### src/rtl/sat_accumulator_pkg.sv
// Shared constants and helpers for the saturating accumulator and its add/sub unit.
package sat_accum_pkg;

  localparam int MODE_SUB  = 0;
  localparam int MODE_WRAP = 1;

  // Bit patterns of the N-bit signed extremes, returned in 64 bits; callers take [N-1:0].
  function automatic logic [63:0] sat_max(input int n);
    return (64'd1 << (n - 1)) - 64'd1;
  endfunction

  function automatic logic [63:0] sat_min(input int n);
    return 64'd1 << (n - 1);
  endfunction

endpackage

### src/rtl/sat_accumulator_if.sv
// Sample stream in, accumulated result and status out.
// No backpressure: in_valid qualifies in_data/mode in the cycle it is high; out_valid is a one-cycle pulse.
interface sat_accumulator_if #(
  parameter int N     = 8,
  parameter int CNT_W = 8
);
  logic             in_valid;
  logic [N-1:0]     in_data;
  logic [1:0]       mode;
  logic             clear;
  logic [N-1:0]     out;
  logic             out_valid;
  logic             ovf;
  logic             ovf_sticky;
  logic [CNT_W-1:0] sample_cnt;

  modport master (
    output in_valid, in_data, mode, clear,
    input  out, out_valid, ovf, ovf_sticky, sample_cnt
  );

  modport slave (
    input  in_valid, in_data, mode, clear,
    output out, out_valid, ovf, ovf_sticky, sample_cnt
  );
endinterface

### src/rtl/sat_add_sub.sv
// Combinational N-bit signed add/subtract with overflow flag and saturate-or-wrap result.
module sat_add_sub
  import sat_accum_pkg::*;
#(
  parameter int N = 8
) (
  input  logic [N-1:0] a,
  input  logic [N-1:0] b,
  input  logic         sub,
  input  logic         wrap,
  output logic [N-1:0] result,
  output logic         ovf
);
  localparam logic [63:0] MAX_W = sat_max(N);
  localparam logic [63:0] MIN_W = sat_min(N);

  logic [N:0] a_ext;
  logic [N:0] b_ext;
  logic [N:0] r;

  assign a_ext = {a[N-1], a};
  assign b_ext = {b[N-1], b};
  assign r     = sub ? (a_ext - b_ext) : (a_ext + b_ext);

  // Extra sign bit disagreeing with the N-bit sign means the true result left the N-bit range.
  assign ovf = r[N] ^ r[N-1];

  always_comb begin
    result = r[N-1:0];
    if (ovf && !wrap) begin
      result = r[N] ? MIN_W[N-1:0] : MAX_W[N-1:0];
    end
  end
endmodule

### src/rtl/sat_accumulator.sv
// Two-stage signed accumulator: stage 1 registers the sample, stage 2 folds it into the total.
module sat_accumulator
  import sat_accum_pkg::*;
#(
  parameter int N     = 8,
  parameter int CNT_W = 8
) (
  input  logic              clk,
  input  logic              rst,
  sat_accumulator_if.slave  bus
);
  logic             s1_valid_q;
  logic [N-1:0]     s1_data_q;
  logic [1:0]       s1_mode_q;

  logic [N-1:0]     acc_q,        acc_d;
  logic             out_valid_q,  out_valid_d;
  logic             ovf_q,        ovf_d;
  logic             sticky_q,     sticky_d;
  logic [CNT_W-1:0] cnt_q,        cnt_d;

  logic [N-1:0]     acc_base;
  logic [N-1:0]     sum_result;
  logic             sum_ovf;

  always_ff @(posedge clk) begin
    if (rst) begin
      s1_valid_q <= 1'b0;
      s1_data_q  <= '0;
      s1_mode_q  <= '0;
    end else begin
      s1_valid_q <= bus.in_valid;
      s1_data_q  <= bus.in_data;
      s1_mode_q  <= bus.mode;
    end
  end

  // A coincident clear makes the stage-1 sample start from an empty accumulator.
  assign acc_base = bus.clear ? '0 : acc_q;

  sat_add_sub #(.N(N)) u_add_sub (
    .a      (acc_base),
    .b      (s1_data_q),
    .sub    (s1_mode_q[MODE_SUB]),
    .wrap   (s1_mode_q[MODE_WRAP]),
    .result (sum_result),
    .ovf    (sum_ovf)
  );

  always_comb begin
    acc_d       = acc_q;
    out_valid_d = 1'b0;
    ovf_d       = 1'b0;
    sticky_d    = sticky_q;
    cnt_d       = cnt_q;
    if (bus.clear) begin
      acc_d    = '0;
      sticky_d = 1'b0;
      cnt_d    = '0;
    end
    if (s1_valid_q) begin
      acc_d       = sum_result;
      out_valid_d = 1'b1;
      ovf_d       = sum_ovf;
      sticky_d    = (bus.clear ? 1'b0 : sticky_q) | sum_ovf;
      if (bus.clear) begin
        cnt_d = CNT_W'(1);
      end else if (!(&cnt_q)) begin
        cnt_d = cnt_q + CNT_W'(1);
      end
    end
  end

  always_ff @(posedge clk) begin
    if (rst) begin
      acc_q       <= '0;
      out_valid_q <= 1'b0;
      ovf_q       <= 1'b0;
      sticky_q    <= 1'b0;
      cnt_q       <= '0;
    end else begin
      acc_q       <= acc_d;
      out_valid_q <= out_valid_d;
      ovf_q       <= ovf_d;
      sticky_q    <= sticky_d;
      cnt_q       <= cnt_d;
    end
  end

  assign bus.out        = acc_q;
  assign bus.out_valid  = out_valid_q;
  assign bus.ovf        = ovf_q;
  assign bus.ovf_sticky = sticky_q;
  assign bus.sample_cnt = cnt_q;
endmodule

### src/flat_wrapper.sv
// flat-port wrapper written by rule: the top's interface ports become plain ports
module sat_accumulator_flat import sat_accum_pkg::*;
#(
  parameter int N     = 8,
  parameter int CNT_W = 8
)
  (clk, rst, bus_in_valid, bus_in_data, bus_mode, bus_clear, bus_out, bus_out_valid, bus_ovf, bus_ovf_sticky, bus_sample_cnt);
  sat_accumulator_if #(.N(N), .CNT_W(CNT_W)) bus_i ();
  input  logic clk;
  input  logic rst;
  input wire logic [$bits(bus_i.in_valid)-1:0] bus_in_valid;
  input wire logic [$bits(bus_i.in_data)-1:0] bus_in_data;
  input wire logic [$bits(bus_i.mode)-1:0] bus_mode;
  input wire logic [$bits(bus_i.clear)-1:0] bus_clear;
  output wire logic [$bits(bus_i.out)-1:0] bus_out;
  output wire logic [$bits(bus_i.out_valid)-1:0] bus_out_valid;
  output wire logic [$bits(bus_i.ovf)-1:0] bus_ovf;
  output wire logic [$bits(bus_i.ovf_sticky)-1:0] bus_ovf_sticky;
  output wire logic [$bits(bus_i.sample_cnt)-1:0] bus_sample_cnt;
  assign bus_i.in_valid = bus_in_valid;
  assign bus_i.in_data = bus_in_data;
  assign bus_i.mode = bus_mode;
  assign bus_i.clear = bus_clear;
  assign bus_out = bus_i.out;
  assign bus_out_valid = bus_i.out_valid;
  assign bus_ovf = bus_i.ovf;
  assign bus_ovf_sticky = bus_i.ovf_sticky;
  assign bus_sample_cnt = bus_i.sample_cnt;
  sat_accumulator #(.N(N), .CNT_W(CNT_W)) u_core (.clk(clk), .rst(rst), .bus(bus_i));
endmodule
### config.mk
export PLATFORM = sky130hd
export DESIGN_NAME = sat_accumulator_flat
export DESIGN_NICKNAME = d
export VERILOG_FILES = /design/src/rtl/sat_accumulator_pkg.sv /design/src/rtl/sat_accumulator_if.sv /design/src/rtl/sat_add_sub.sv /design/src/rtl/sat_accumulator.sv /design/src/flat_wrapper.sv
export SDC_FILE = /design/constraint.sdc
export NUM_CORES = 1
export LEC_CHECK = 0
export CAP_MARGIN = 20
export CORE_MARGIN = 5
export CORE_UTILIZATION = 40
export CTS_CLUSTER_SIZE = 20
export DETAILED_ROUTE_END_ITERATION = 10
export PLACE_DENSITY = 0.77
export SYNTH_ARGS = -nofsm -noshare
export SYNTH_HDL_FRONTEND = slang
export SYNTH_SLANG_ARGS = --single-unit
### constraint.sdc
create_clock -name clk -period 5.5 [get_ports clk]
set_input_delay 0.55 -clock clk [delete_from_list [all_inputs] [get_ports clk]]
set_output_delay 0.55 -clock clk [all_outputs]
set_load 0.02 [all_outputs]
==> impl_metrics.ini, run 1 <==
[global_routing]
grt_pass1_wl_microns = 5090
overflow = 0
grtUsageTotal_pct = 12.0
grt_start_max_net_pins = 20
grt_antenna_before_repair = 0
first_global_vias = 1159

[placed_design]
port-buffer-count = 32
dpl.hpwl_microns = 2420
dp_worst_setup_slack_ps = 1930
place.gp.congestion = 0.889

[route]
drtPass1Iterations = 4
routed_via_density = 5.10
wl_microns = 3050
dr.first_iter.drc_count = 62
route.vias.total = 1331
drt-wirelength-per-cell_microns = 11.7
ant_nets = 0
drcViolationCount = 0

[cts]
cts.sinks = 30
clk-insertion-delay-late_ps = 270
cts-buffers-inserted = 5
htreeDepth = 2
clockBufferDepth = 2
clockRootBuffer = sky130_fd_sc_hd__clkbuf_8
worst_setup_hold_path_clk_slew_ps = 60
cts_tree = built
post_cts_setup_bufs = 0
holdBufCountCts = 0
total_of_cells_resized_after_clock_tree_synthesis = 0

[finish]
regArea_sq_um = 601
n_fill_cell = 352
insertedDiodeCount = 0
multi_input_area_sq_um = 935
drive_above_1_share_pct = 4.27
core_utilization_of_the_finished_layout_pct = 51.9
nNetsFinal = 235
areaGrowthSynthToFinish_pct = 27.8

[setup_path]
crit_type = in -> reg
timing.critical_path.from_type = primary input
path_max_fanout = 11
cp_data_arrival_time_ps = 3460
critPathRequiredTime_ps = 5680
critPathCaptureType = flip-flop

[min_path]
hold_class = reg -> reg

[logic_synthesis]
syn_area_per_cell_sq_um = 9.00
post_synth_instance_area_sq_um = 1600
postSynthNetCount = 203
netlist-cell-type-count = 33
post_synthesis_instance_total = 178
synth_register_bits = 30
synth.yosys.warnings = 0
yosysSeqAreaShare_pct = 37.5

[sta]
finalMaxSlewViolations = 0
timing.final.crit_share_pct = 59.5
maxClockFrequency_ghz = 0.306
hold_violations = 0
setup_viol = 0
clock_skew_ps = 8.49
rsz_0062_raised_after_global_routing = no
final_period_minus_worst_setup_slack_ps = 3270
max_slew.worst_pin.slew_ps = 628
hold-worst-slack_ps = 470
setup_slack_ps = 2230
slew_headroom_pct = 58.1
setup-tns-final_ps = 0

[floorplan]
chipHeight_microns = 73.3
die_area_sq_um = 5370
top_level_ports = 33
rows = 23
design.core.area_sq_um = 3940
initial_core_util_pct = 40.6
die_width_microns = 73.3

[pwr]
p_leak_uw = 0.000801
power_uw = 549
cellPowerDensity_nw_per_um2 = 268
worst_ir_drop_vdd_mv = 0.174

[status]
result_of_the_run = finished clean

[run]
max-cap-violations = 0
[critical path: stages]
cell                              delay [ps]
sky130_fd_sc_hd__clkdlybuf4s50_1         680
sky130_fd_sc_hd__nand2b_1                180
sky130_fd_sc_hd__ha_1                    170
sky130_fd_sc_hd__inv_1                    50
sky130_fd_sc_hd__fa_1                    390
sky130_fd_sc_hd__nand3_1                 100
sky130_fd_sc_hd__nand2_1                 110
sky130_fd_sc_hd__a221oi_2                260
sky130_fd_sc_hd__xnor2_1                 160
sky130_fd_sc_hd__or3_1                   500
sky130_fd_sc_hd__a311oi_1                300
[cell usage in the layout (no fill, tap or decap)]
cell type	netlist	final
sky130_fd_sc_hd__nor4_1	1	1
sky130_fd_sc_hd__clkinv_2	0	1
sky130_fd_sc_hd__and2_1	1	1
sky130_fd_sc_hd__a41o_1	1	1
sky130_fd_sc_hd__a21o_1	2	2
sky130_fd_sc_hd__ha_1	10	10
sky130_fd_sc_hd__and3_1	3	3
sky130_fd_sc_hd__nand2b_1	5	5
sky130_fd_sc_hd__mux2i_1	3	3
sky130_fd_sc_hd__xnor2_1	14	14
sky130_fd_sc_hd__a41oi_1	1	1
sky130_fd_sc_hd__a31oi_1	4	4
sky130_fd_sc_hd__or3_1	1	1
sky130_fd_sc_hd__or2_2	1	1
sky130_fd_sc_hd__a221oi_2	1	1
sky130_fd_sc_hd__a311oi_1	8	8
sky130_fd_sc_hd__dfxtp_1	30	30
sky130_fd_sc_hd__inv_1	10	10
sky130_fd_sc_hd__a21oi_1	9	9
sky130_fd_sc_hd__o22ai_1	1	1
sky130_fd_sc_hd__nor3_1	2	2
sky130_fd_sc_hd__nor3b_1	1	1
sky130_fd_sc_hd__nor2b_1	19	19
sky130_fd_sc_hd__nand2_1	3	3
sky130_fd_sc_hd__fa_1	1	1
sky130_fd_sc_hd__a211oi_1	2	2
sky130_fd_sc_hd__clkbuf_8	0	6
sky130_fd_sc_hd__xor2_1	9	9
sky130_fd_sc_hd__nand3_1	3	3
sky130_fd_sc_hd__and4_1	2	2
sky130_fd_sc_hd__clkbuf_1	5	1
sky130_fd_sc_hd__o21ai_0	3	3
sky130_fd_sc_hd__nand4_1	1	1
sky130_fd_sc_hd__nor2_1	19	19
sky130_fd_sc_hd__clkdlybuf4s50_1	0	32
[state kept, by name, summed over array words and instances, names as in the netlist]
name                   cells
u_core.bus.sample_cnt      8
u_core.bus.ovf_sticky      1
u_core.s1_data_q           8
u_core.bus.out_valid       1
u_core.s1_mode_q           2
u_core.s1_valid_q          1
u_core.bus.ovf             1
u_core.bus.out             8
[power breakdown]
part | switching (uW) | total (uW) | leakage (uW) | internal, uW
Clock | 76.6 | 177 | 0.0000482 | 101
Combinational | 68.6 | 133 | 0.000506 | 64.4
Sequential | 9.87 | 238 | 0.000247 | 228
Total | 155 | 549 | 0.000801 | 394
[per-layer routing]
metal | vias to the layer above | global-route usage [%] | wire, microns
met1 | 607 | 14.8 | 1400
li1 | 685 | - | -
met3 | 2 | 3.56 | 210
met5 | - | 0 | 0
met2 | 37 | 19.8 | 1410
met4 | 0 | 4.30 | 25
[metrics by stage]
stage               cells  instance area (sq um)
floorplan             178                   1600
global placement      253                   1960
detailed placement    253                   1960
CTS                   261                   2050
global route          261                   2050
finish                261                   2050
[layout make-up]
type / count / area share [%]
Timing Repair Buffer: 32 / 15.6
Multi-Input combinational cell: 131 / 45.7
Sequential cell: 30 / 29.3
Clock inverter: 1 / 0.244
Clock buffer: 7 / 4.22
Inverter: 10 / 1.83
Tap cell: 50 / 3.06
[final timing paths]
kind | to | cells past startpoint | startpoint | slack, ps
worst max-delay path | u_core.bus.out[3]$_SDFF_PP0_ | 11 | bus_clear | 2230
worst max register to register | u_core.bus.out[3]$_SDFF_PP0_ | 10 | u_core.s1_data_q[2]$_SDFF_PP0_ | 2400
worst min register to register | u_core.bus.ovf_sticky$_SDFF_PP0_ | 2 | u_core.bus.ovf_sticky$_SDFF_PP0_ | 470
worst min-delay path | u_core.bus.ovf_sticky$_SDFF_PP0_ | 2 | u_core.bus.ovf_sticky$_SDFF_PP0_ | 470
[cell families (layout without fill, tap and decap cells)]
kind of cell / Yosys count / in the layout / synth area share, %
compound gates: 32 / 32 / 14.1
xor+xnor: 23 / 23 / 12.6
fa+ha+maj: 11 / 11 / 9.06
buf+inv: 17 / 50 / 4.14
flops: 30 / 30 / 37.5
mux: 3 / 3 / 1.88
simple gates: 62 / 62 / 20.8
[Yosys cell counts]
library cell               instances  area (sq um)
sky130_fd_sc_hd__and4_1            2          17.5
sky130_fd_sc_hd__nor3_1            2          10.0
sky130_fd_sc_hd__a221oi_2          1          15.0
sky130_fd_sc_hd__or2_2             1          6.26
sky130_fd_sc_hd__ha_1             10           125
sky130_fd_sc_hd__xnor2_1          14           123
sky130_fd_sc_hd__a211oi_1          2          15.0
sky130_fd_sc_hd__a41o_1            1          10.0
sky130_fd_sc_hd__a41oi_1           1          8.76
sky130_fd_sc_hd__a21oi_1           9          45.0
sky130_fd_sc_hd__fa_1              1          20.0
sky130_fd_sc_hd__nand2_1           3          11.3
sky130_fd_sc_hd__nand4_1           1          6.26
sky130_fd_sc_hd__inv_1            10          37.5
sky130_fd_sc_hd__dfxtp_1          30           601
sky130_fd_sc_hd__a311oi_1          8          70.1
sky130_fd_sc_hd__xor2_1            9          78.8
sky130_fd_sc_hd__and2_1            1          6.26
sky130_fd_sc_hd__a31oi_1           4          25.0
sky130_fd_sc_hd__nor2_1           19          71.3
sky130_fd_sc_hd__nor2b_1          19           119
sky130_fd_sc_hd__clkbuf_1          5          18.8
sky130_fd_sc_hd__nand3_1           3          15.0
sky130_fd_sc_hd__nand2b_1          5          31.3
sky130_fd_sc_hd__nor4_1            1          6.26
sky130_fd_sc_hd__nor3b_1           1          7.51
sky130_fd_sc_hd__or3_1             1          6.26
sky130_fd_sc_hd__o22ai_1           1          6.26
sky130_fd_sc_hd__mux2i_1           3          30.0
sky130_fd_sc_hd__o21ai_0           3          15.0
sky130_fd_sc_hd__and3_1            3          18.8
sky130_fd_sc_hd__a21o_1            2          15.0
sky130_fd_sc_hd__buf_2             2          10.0
Power figures use the tool's default switching activity.
==> run 2: changes to the inputs <==
--- a/config.mk
+++ b/config.mk
@@ -10,7 +10,7 @@
 export CORE_UTILIZATION = 40
 export CTS_CLUSTER_SIZE = 20
 export DETAILED_ROUTE_END_ITERATION = 10
-export PLACE_DENSITY = 0.77
+export PLACE_DENSITY = 0.79
 export SYNTH_ARGS = -nofsm -noshare
 export SYNTH_HDL_FRONTEND = slang
 export SYNTH_SLANG_ARGS = --single-unit
==> constraint.sdc (replaced) <==
create_clock -name clk -period 2.7 [get_ports clk]
set_input_delay 0.27 -clock clk [delete_from_list [all_inputs] [get_ports clk]]
set_output_delay 0.27 -clock clk [all_outputs]
set_load 0.02 [all_outputs]
==> run 2 against run 1 <==
Compared with the run above:
- the run now ends with negative setup slack left
- clock skew down 2.2 ps
- first-iteration DRC count up 4.8%
- flip-flop and latch count unchanged
- clock power up 88%
- final cell count up 8.8%
- register-to-register slack worse by 2400 ps
- critical path type is now reg -> reg
- highest routed layer unchanged
==> impl_metrics.ini, run 2 (synthesized netlist as in run 1, its figures left out) <==
[placed_design]
dpl.hpwl_microns = 2560
dp_worst_setup_slack_ps = -256
dp.cells = 273
port-buffer-count = 32
place.gp.congestion = 0.862

[floorplan]
design.core.area_sq_um = 3940
die_area_sq_um = 5370
die_width_microns = 73.3
rows = 23
top_level_ports = 33
chipHeight_microns = 73.3
initial_core_util_pct = 40.6

[sta]
timing.final.crit_share_pct = 101
finalMaxSlewViolations = 0
hold-worst-slack_ps = 475
setup_slack_ps = -28.8
maxClockFrequency_ghz = 0.366
max_slew.worst_pin.slew_ps = 554
setup-tns-final_ps = -125
final_period_minus_worst_setup_slack_ps = 2730
hold_violations = 0
rsz_0062_raised_after_global_routing = yes
slew_headroom_pct = 63.0
clock_skew_ps = 6.25
setup_viol = 7

[global_routing]
grt_pass1_wl_microns = 5560
grtUsageTotal_pct = 13.6
grt_start_max_net_pins = 20
grt_antenna_before_repair = 0
overflow = 0
first_global_vias = 1273

[cts]
holdBufCountCts = 0
clockRootBuffer = sky130_fd_sc_hd__clkbuf_8
cts.sinks = 30
cts-buffers-inserted = 5
htreeDepth = 2
clk-insertion-delay-late_ps = 280
cts_tree = built
clockBufferDepth = 2
worst_setup_hold_path_clk_slew_ps = 60

[finish]
final_common_cell = sky130_fd_sc_hd__clkdlybuf4s50_1
nNetsFinal = 259
drive_above_1_share_pct = 20.9
final_cell_count_without_fillers = 284
multi_input_area_sq_um = 1040
n_fill_cell = 335
areaGrowthSynthToFinish_pct = 44.8
regArea_sq_um = 607
most-common-layout-cells = sky130_fd_sc_hd__clkdlybuf4s50_1, sky130_fd_sc_hd__dfxtp_1, sky130_fd_sc_hd__buf_4, sky130_fd_sc_hd__nor2b_1, sky130_fd_sc_hd__nor2_1
insertedDiodeCount = 0

[pwr]
worst_ir_drop_vdd_mv = 0.329
power_frac_clock_pct = 27.9
power_uw = 1190
proportion_of_power_drawn_by_combinational_gates_pct = 31.6
total_switching_power_uw = 349
seq_power_share_pct = 40.5
internal-power_uw = 842
cellPowerDensity_nw_per_um2 = 513
p_leak_uw = 0.000925
p_sw_share_pct = 29.3

[run]
max-cap-violations = 0

[setup_path]
worstPathCellList = nor3_4, buf_4, nor2_1, xnor2_1, ha_1, o21ai_0, a21oi_1, a41oi_1, xor2_1, or3_4, a311oi_1
crit_path_max_incr_delay_ps = 450
timing.critical_path.from_type = flip-flop
cp_data_arrival_time_ps = 2920
critPathCaptureType = flip-flop
path_max_fanout = 7
critical-path-slowest-cell = sky130_fd_sc_hd__or3_4
critPathRequiredTime_ps = 2890
crit_type = reg -> reg

[route]
routed_via_density = 4.93
drtPass1Iterations = 4
drcViolationCount = 0
ant_nets = 0
route.vias.total = 1400
dr.first_iter.drc_count = 65
drt-wirelength-per-cell_microns = 12.4
wl_microns = 3530

[status]
failed_checks = negative setup slack
result_of_the_run = finished, violations left

[min_path]
hold_class = reg -> reg
-- run 2: final timing paths --
path,slack [ps],depth (start not counted),from,endpoint
setup / recovery,-30,11,u_core.s1_data_q[1]$_SDFF_PP0_,u_core.bus.out[5]$_SDFF_PP0_
hold reg to reg,470,2,u_core.bus.ovf_sticky$_SDFF_PP0_,u_core.bus.ovf_sticky$_SDFF_PP0_
hold / removal,470,2,u_core.bus.ovf_sticky$_SDFF_PP0_,u_core.bus.ovf_sticky$_SDFF_PP0_
setup reg to reg,-30,11,u_core.s1_data_q[1]$_SDFF_PP0_,u_core.bus.out[5]$_SDFF_PP0_
-- run 2: timing repair --
item,4_1_cts,5_1_grt
pin swaps,14,13
resized for setup,9,12
setup buffers,4,1
endpoints found under the setup margin,7,8
-- run 2: final cells by class --
cell class	instances	share of cell area [%]
Multi-Input combinational cell	131	44.7
Sequential cell	30	26.2
Tap cell	50	2.70
Clock buffer	7	3.29
Timing Repair Buffer	56	21.6
Inverter	10	1.62
-- run 2: per-stage QoR --
stage | util (%) | cell area, sq um
CTS | 57.1 | 2250
global route | 58.8 | 2320
floorplan | - | 1610
detailed placement | 53.5 | 2110
global placement | 53.5 | 2110
finish | 58.8 | 2320
-- run 2: per-layer routing --
metal	wire (microns)	GRT usage, %	up-vias
met3	182	4.51	5
met2	1710	22.4	30
met5	0	0	-
li1	-	-	728
met4	44	6.15	0
met1	1600	15.9	637
-- run 2: power groups by stage --
stage	clock (uW)	combinational (uW)	sequential (uW)
after global placement	0	322	489
after floorplan	0	185	504
final	332	376	482
after detailed placement	0	328	489
after CTS	341	354	481
after global routing	357	410	485
-- run 2: worst max-delay path, delay by kind of cell (launching register included) --
| kind | cells | cell delay [ps] |
|---|---|---|
| XOR/XNOR | 2 | 340 |
| adder cells (fa/ha/maj) | 1 | 340 |
| flip-flops | 1 | 340 |
| AO/OA/AOI/OAI | 4 | 740 |
| buffers and inverters | 1 | 150 |
| AND/OR/NAND/NOR | 3 | 720 |
==> run 3: changes to the inputs <==
--- a/config.mk
+++ b/config.mk
@@ -11,6 +11,7 @@
 export CTS_CLUSTER_SIZE = 20
 export DETAILED_ROUTE_END_ITERATION = 10
 export PLACE_DENSITY = 0.79
+export RECOVER_POWER = 50
 export SYNTH_ARGS = -nofsm -noshare
 export SYNTH_HDL_FRONTEND = slang
 export SYNTH_SLANG_ARGS = --single-unit
==> run 3 against run 2 <==
Compared with the run above:
- the flow still finishes with violations (negative setup slack)
- first-iteration DRC count grew 1.5%
- core utilization is the same
- flip-flop and latch count is the same
- critical path depth is the same
- largest cell class unchanged
- largest power group unchanged
- highest routed layer unchanged
==> impl_metrics.ini, run 3 (synthesized netlist as in run 1, its figures left out) <==
[setup_path]
cp_data_arrival_time_ps = 2920
worstPathCellList = nor3_4, buf_4, nor2_1, xnor2_1, ha_1, o21ai_0, a21oi_1, a41oi_1, xor2_1, or3_4, a311oi_1
critical-path-slowest-cell = sky130_fd_sc_hd__or3_4
timing.critical_path.from_type = flip-flop
critPathCaptureType = flip-flop
critPathRequiredTime_ps = 2890
crit_type = reg -> reg
path_max_fanout = 7
crit_path_max_incr_delay_ps = 450

[sta]
maxClockFrequency_ghz = 0.366
timing.final.crit_share_pct = 101
hold_violations = 0
finalMaxSlewViolations = 0
max_slew.worst_pin.slew_ps = 560
clock_skew_ps = 6.31
rsz_0062_raised_after_global_routing = yes
setup_viol = 7
slew_headroom_pct = 62.5
setup_slack_ps = -29.1
final_period_minus_worst_setup_slack_ps = 2730
setup-tns-final_ps = -125

[run]
max-cap-violations = 0

[placed_design]
place.gp.congestion = 0.862
port-buffer-count = 32
dpl.hpwl_microns = 2560

[cts]
cts_tree = built
clockBufferDepth = 2
holdBufCountCts = 0
clk-insertion-delay-late_ps = 280
clockRootBuffer = sky130_fd_sc_hd__clkbuf_8
cts.sinks = 30
cts-buffers-inserted = 5
htreeDepth = 2
worst_setup_hold_path_clk_slew_ps = 60

[min_path]
hold_class = reg -> reg

[status]
failed_checks = negative setup slack
result_of_the_run = finished, violations left

[route]
route.vias.total = 1393
ant_nets = 0
wl_microns = 3540
dr.first_iter.drc_count = 66
drcViolationCount = 0
drtPass1Iterations = 4
drt-wirelength-per-cell_microns = 12.5
routed_via_density = 4.90

[floorplan]
initial_core_util_pct = 40.6
design.core.area_sq_um = 3940
die_area_sq_um = 5370
top_level_ports = 33
die_width_microns = 73.3
rows = 23
chipHeight_microns = 73.3

[global_routing]
grt_pass1_wl_microns = 5560
first_global_vias = 1273
grtUsageTotal_pct = 13.6
grt_start_max_net_pins = 20
overflow = 0
grt_antenna_before_repair = 0

[pwr]
cellPowerDensity_nw_per_um2 = 511
p_leak_uw = 0.000951
power_uw = 1190
worst_ir_drop_vdd_mv = 0.329

[finish]
final_common_cell = sky130_fd_sc_hd__dfxtp_1
nNetsFinal = 259
areaGrowthSynthToFinish_pct = 44.8
drive_above_1_share_pct = 20.9
insertedDiodeCount = 0
most-common-layout-cells = sky130_fd_sc_hd__dfxtp_1, sky130_fd_sc_hd__buf_4, sky130_fd_sc_hd__clkdlybuf4s50_1, sky130_fd_sc_hd__nor2b_1, sky130_fd_sc_hd__nor2_1
## run 3: path summary, 6_finish.rpt
path / start / endpoint / slack, ps / depth (start not counted)
min: u_core.bus.ovf_sticky$_SDFF_PP0_ / u_core.bus.ovf_sticky$_SDFF_PP0_ / 470 / 2
max reg2reg: u_core.s1_data_q[1]$_SDFF_PP0_ / u_core.bus.out[5]$_SDFF_PP0_ / -30 / 11
min reg2reg: u_core.bus.ovf_sticky$_SDFF_PP0_ / u_core.bus.ovf_sticky$_SDFF_PP0_ / 470 / 2
max: u_core.s1_data_q[1]$_SDFF_PP0_ / u_core.bus.out[5]$_SDFF_PP0_ / -30 / 11
## run 3: per-stage QoR
step / setup WS [ps] / hold WS [ps] / instances / utilization (%) / area [sq um]
after floorplan: 3.47 / 342 / 178 / - / 1610
after global placement: -215 / 459 / 273 / 53.5 / 2110
after detailed placement: -256 / 469 / 273 / 53.5 / 2110
after CTS: 14.6 / 477 / 283 / 57.1 / 2250
after global routing: -157 / 529 / 284 / 58.8 / 2320
final: -29.1 / 470 / 284 / 58.8 / 2320
## run 3: final cells by class
type	count	area (sq um)
Clock buffer	7	76.3
Fill cell	335	1620
Sequential cell	30	607
Inverter	10	37.5
Multi-Input combinational cell	131	1040
Tap cell	50	62.6
Timing Repair Buffer	56	500
## run 3: layer usage
| metal | up-vias | track usage, % | part of all wire, % | wire length, microns |
|---|---|---|---|---|
| met5 | - | 0 | 0 | 0 |
| li1 | 728 | - | - | - |
| met3 | 5 | 4.51 | 5.0 | 177 |
| met4 | 0 | 6.15 | 1.2 | 44 |
| met2 | 28 | 22.4 | 48 | 1710 |
| met1 | 632 | 15.9 | 45 | 1610 |
## run 3: critical path, delay by kind of cell (launching register included)
kind | cells | cell delay (ps)
XOR/XNOR | 2 | 340
flip-flops | 1 | 340
AND/OR/NAND/NOR | 3 | 720
adder cells (fa/ha/maj) | 1 | 340
buffers and inverters | 1 | 150
AO/OA/AOI/OAI | 4 | 740
## run 3: what timing repair did
item	CTS	global route
setup endpoints to repair	7	8
gates resized for setup	9	12
endpoints found under the hold margin	0	0
setup buffers	4	1
pin swaps	14	13
## run 3: where the power goes
part	internal [uW]	switching [uW]
registers	465	16.3
clock network	177	155
logic	196	177
total	838	349
==> edit 1 (flow settings as in run 1) <==
`N` is set to 8 in 4 places; all go to 16.
--- a/src/rtl/sat_accumulator_if.sv
+++ b/src/rtl/sat_accumulator_if.sv
@@ -3,3 +3,3 @@
 interface sat_accumulator_if #(
-  parameter int N     = 8,
+  parameter int N     = 16,
   parameter int CNT_W = 8
--- a/src/rtl/sat_add_sub.sv
+++ b/src/rtl/sat_add_sub.sv
@@ -4,3 +4,3 @@
 #(
-  parameter int N = 8
+  parameter int N = 16
 ) (
--- a/src/rtl/sat_accumulator.sv
+++ b/src/rtl/sat_accumulator.sv
@@ -4,3 +4,3 @@
 #(
-  parameter int N     = 8,
+  parameter int N     = 16,
   parameter int CNT_W = 8
--- a/src/flat_wrapper.sv
+++ b/src/flat_wrapper.sv
@@ -3,3 +3,3 @@
 #(
-  parameter int N     = 8,
+  parameter int N     = 16,
   parameter int CNT_W = 8
Ports: changed (resized bus_in_data and bus_out); port bits go from 33 to 49. No check against the original RTL was run, so the function may have changed too.
==> edit 1 against run 1 <==
- final cell count increased by 88%
- synthesized area increased by 87%
- design area increased by 80%
- wire length increased by 130%
- die area increased by 73%
- power increased by 74%
- setup slack got worse by 0.90 ns
- sequential cell count increased by 16
==> edit 1: results (changes against run 1) <==
status: "finished clean"  # unchanged
drive_above_1_share_pct: 7.653  # was 4.265%
grt_pass1_wl_um: 11690  # was 5092 um
synth_cell_types: 57  # was 33
synthAdderAreaFrac_pct: 8.191  # was 9.063%
dr.first_iter.drc_count: 214  # was 62
place_ws_ns: 1.045  # was 1.930 ns
insertion_delay_ns: 0.31  # was 0.27 ns
routed_wl_um: 6873  # was 3046 um
synth_xor_area_share_pct: 10.07  # was 12.58%
finClkSkew_ns: 0.01297  # was 0.008486 ns
cts_setup_buffers: 0  # unchanged
synthTopCellsByArea: "dfxtp_1, ha_1, nor2b_1, xnor2_1, nor2_1"  # was dfxtp_1, ha_1, xnor2_1, nor2b_1, xor2_1
critical-path-max-stage-delay_ns: 0.91  # was 0.68 ns
antennaDiodeCount: 0  # unchanged
power.leakage_nw: 1.427  # was 0.8011 nW
dpl.hpwl_um: 5297  # was 2420 um
place.gp.congestion: 0.9802  # was 0.8894
io_buffers: 48  # was 32
cts_tree: "yes"  # unchanged
synth_sequential_area_ratio_pct: 30.76  # was 37.50%
antenna_found_initial: 0  # unchanged
fillCellCount: 716  # was 352
first_global_vias: 2531  # was 1,159
h-tree-depth: 2  # unchanged
synth_compound_area_share_pct: 21.10  # was 14.06%
synthArstFlopShare_pct: 0  # unchanged
critPathMaxFanout: 20  # was 11
dr.pass1.iters: 4  # unchanged
crit_arrival_ns: 4.42  # was 3.46 ns
p_int_w: 0.0006661  # was 0.0003935 W
grt_max_degree: 40  # was 20
min_path_type: "flop to flop"  # unchanged
root_buffer: "clkbuf_8"  # unchanged
peakVddDrop_mv: 0.1505  # was 0.1740 mV
path_delay_family: "compound AO/OA/AOI/OAI gates"  # was simple AND/OR/NAND/NOR gates
fin_nets: 432  # was 235
grt_usage_pct: 15.76  # was 12.00%
clk_pin_slew_ns: 0.10  # was 0.06 ns
cts_buffer_depth: 2  # unchanged
tightest_slew_ns: 0.8497  # was 0.6278 ns
cts_resized: 0  # unchanged
muxShareOfSynthArea_pct: 4.471  # was 1.875%
syn_nets: 391  # was 203
synth_commonest_cells: "dfxtp_1, nor2b_1, nor2_1"  # was dfxtp_1, nor2_1, nor2b_1
viasPerCell: 5.310  # was 5.100
==> edit 1: path summary, 6_finish.rpt <==
| check | from | end | slack [ns] | cells after the start |
|---|---|---|---|---|
| max reg2reg | u_core.s1_data_q[0] | u_core.bus.out[0] | 1.41 | 16 |
| max | bus_clear | u_core.bus.out[0] | 1.32 | 10 |
| min reg2reg | u_core.bus.ovf_sticky | u_core.bus.ovf_sticky | 0.46 | 1 |
| min | u_core.bus.ovf_sticky | u_core.bus.ovf_sticky | 0.46 | 1 |
==> edit 1: power groups by stage <==
stage | sequential [W] | clock (W) | combinational, W
finish | 0.000371 | 0.000303 | 0.000280
global route | 0.000374 | 0.000326 | 0.000308
CTS | 0.000371 | 0.000309 | 0.000280
detailed placement | 0.000379 | 0 | 0.000278
global placement | 0.000379 | 0 | 0.000271
floorplan | 0.000387 | 0 | 0.000191
==> edit 1: cell type report <==
cell class	instances	area (sq um)	area share (%)
multi-input cells	278	1964	53.44
repair buffers	49	488.0	13.27
well taps	99	123.9	3.370
flip-flops and latches	46	920.9	25.05
inverters	11	41.29	1.123
clock buffers	5	68.82	1.872
clock inverters	3	68.82	1.872
==> edit 1: per-stage QoR <==
stage	power (W)	cells	hold WS [ns]	area, sq um	utilization (%)
2_1_floorplan	0.0005780	350	0.5257	2994	-
3_3_place_gp	0.0006502	483	0.4408	3538	48.78
3_5_place_dp	0.0006570	483	0.4446	3538	48.78
4_1_cts	0.0009603	491	0.4682	3676	50.68
5_1_grt	0.001008	491	0.4894	3676	50.68
6_report	0.0009537	491	0.4648	3676	50.68
==> edit 1: routing by layer <==
layer / vias to the layer above / wire length [um] / GRT usage, %
li1: 1309 / - / -
met1: 1210 / 3283 / 21.47
met2: 81 / 3084 / 25.40
met3: 7 / 436 / 3.641
met4: 0 / 70 / 3.505
met5: - / 0 / 0
==> edit 2 (flow settings as in run 1) <==
Without the edit above. Reset style: asynchronous (`rst`), changed in 2 clocked blocks.
--- a/src/rtl/sat_accumulator.sv
+++ b/src/rtl/sat_accumulator.sv
@@ -25,3 +25,3 @@
 
-  always_ff @(posedge clk) begin
+  always_ff @(posedge clk or posedge rst) begin
     if (rst) begin
@@ -73,3 +73,3 @@
 
-  always_ff @(posedge clk) begin
+  always_ff @(posedge clk or posedge rst) begin
     if (rst) begin
Check against the original RTL: differs if rst is asserted again (counterexample within 4 cycles, from zero or initial values and one cycle with rst high); with rst held inactive, the same outputs for 10 cycles.
==> edit 2 against run 1 <==
- wire length up 31%
- global-route usage rose by 2.1 points
- die area increased by 11%
- synthesized area increased by 13%
- design area is 12% higher
- first-iteration DRC count shrank 1.6%
- worst hold slack improved by 0.067 ns
- sequential cell count unchanged
- setup slack worse by 0.23 ns
- highest routed layer unchanged
Power is not compared: it rests on default switching activity, and its combinational part moved more than twofold at a synthesized area within 25%.
==> edit 2: results (changes against run 1) <==
status: "finished clean"  # unchanged
syn_nets: 207  # was 203
yosys_warnings: 0  # unchanged
h-tree-depth: 2  # unchanged
cts_resized: 0  # unchanged
r2r_start: "u_core.s1_data_q[4]"  # was u_core.s1_data_q[2]
antenna_found_initial: 0  # unchanged
syn-instance-count: 182  # was 178
synth_cell_types: 46  # was 33
dp.cells: 263  # was 253
min_path_type: "flop to flop"  # unchanged
antennaDiodeCount: 0  # unchanged
synth_commonest_cells: "dfrtp_1, nor2_1, a21oi_1, nand2_1"  # was dfxtp_1, nor2_1, nor2b_1
synthTopCellsByArea: "dfrtp_1, ha_1, xnor2_1, a21oi_1, nor2_1"  # was dfxtp_1, ha_1, xnor2_1, nor2b_1, xor2_1
drive_above_1_share_pct: 10.05  # was 4.265%
viasPerCell: 5.406  # was 5.100
fillCellCount: 399  # was 352
root_buffer: "clkbuf_8"  # unchanged
worst_slack_ns: 1.995  # was 2.228 ns
r2r_slack_ns: 2.09  # was 2.40 ns
tightest_slew_ns: 0.7018  # was 0.6278 ns
reg2reg_depth: 10  # unchanged
fin_nets: 243  # was 235
clk_pin_slew_ns: 0.06  # about the same
grt_overflow: 0  # unchanged
critPathMaxFanout: 15  # was 11
dpl.hpwl_um: 3000  # was 2420 um
dr.first_iter.drc_count: 61  # was 62
grt_usage_pct: 14.09  # was 12.00%
cts_made_buffers: 5  # unchanged
power.leakage_nw: 0.9897
synthArstFlopShare_pct: 100.0  # was 0%
first_global_vias: 1392  # was 1,159
insertion_delay_ns: 0.29  # was 0.27 ns
grt_pass1_wl_um: 6762  # was 5092 um
place_ws_ns: 1.690  # was 1.930 ns
routed_wl_um: 3980  # was 3046 um
io_buffers: 32  # unchanged
peakVddDrop_mv: 0.2036
crit_arrival_ns: 3.67  # was 3.46 ns
grt_max_degree: 22  # was 20
finClkSkew_ns: 0.005032  # was 0.008486 ns
dr.pass1.iters: 4  # unchanged
place.gp.congestion: 0.8783  # was 0.8894
reg2reg_to: "u_core.bus.out[2]"  # was u_core.bus.out[3]
synth_sequential_area_ratio_pct: 41.41  # was 37.50%
cts_buffer_depth: 2  # unchanged
critical_path_class: "input pin to flop"  # unchanged
cp-startpoint: "bus_clear"  # unchanged
cts_setup_buffers: 0  # unchanged
wl_per_cell_um: 14.69  # was 11.67 um
==> edit 2: worst max-delay path, stage by stage <==
cell,delay [ns]
clkdlybuf4s50_1,0.72
nor2b_1,0.39
ha_1,0.28
nor2b_1,0.14
o2111ai_1,0.25
a211oi_1,0.17
nor3_1,0.62
nor4_4,0.14
or3_1,0.40
==> edit 2: worst min-delay path by stage <==
stage | startpoint | end | slack (ns) | cells after the start
final | u_core.bus.ovf_sticky | u_core.bus.ovf_sticky | 0.54 | 1
after global placement | u_core.bus.ovf_sticky | u_core.bus.ovf_sticky | 0.52 | 1
after CTS | u_core.bus.sample_cnt[6] | u_core.bus.sample_cnt[6] | 0.55 | 1
after global routing | u_core.bus.ovf_sticky | u_core.bus.ovf_sticky | 0.55 | 1
after detailed placement | u_core.bus.ovf_sticky | u_core.bus.ovf_sticky | 0.52 | 1
after floorplan | u_core.s1_valid_q | u_core.bus.out_valid | 0.37 | 0
==> edit 2: layer usage <==
layer	share of wire [%]	track usage, %	up-vias	routed length, um
met2	47	21.13	33	1852
met3	4.4	4.333	8	176
met1	47	19.07	693	1868
met5	0	0	-	0
met4	2.1	5.326	0	82
li1	-	-	731	-
==> edit 2: logic make-up after synthesis <==
group | count (synthesis) | share of synthesized area (%)
simple gates | 71 | 22.02
compound gates | 41 | 16.22
flops | 30 | 41.41
xor+xnor | 16 | 8.902
buf+inv | 12 | 2.899
fa+ha+maj | 11 | 8.006
mux | 1 | 0.5521
==> edit 2: where the power goes <==
| group | internal (W) | total (W) | switching (W) |
|---|---|---|---|
| clock network | 0.000100 | 0.000187 | 0.0000866 |
| logic | 0.000195 | 0.000394 | 0.000199 |
| registers | 0.000259 | 0.000286 | 0.0000264 |
==> edit 2: through the flow <==
step	area, sq um	utilization [%]
final	2298	52.43
after detailed placement	2203	50.26
after floorplan	1813	-
after CTS	2298	52.43
after global placement	2176	49.63
after global routing	2298	52.43
==> edit 2: area by class of cell <==
type | instances | area (sq um) | area share (%)
inverter | 8 | 30.03 | 1.306
multi-input combinational | 140 | 1010 | 43.93
clock inverter | 2 | 12.51 | 0.5444
tap | 52 | 65.06 | 2.831
clock buffer | 6 | 82.58 | 3.593
timing repair buffer | 33 | 347.8 | 15.13
sequential | 30 | 750.7 | 32.66
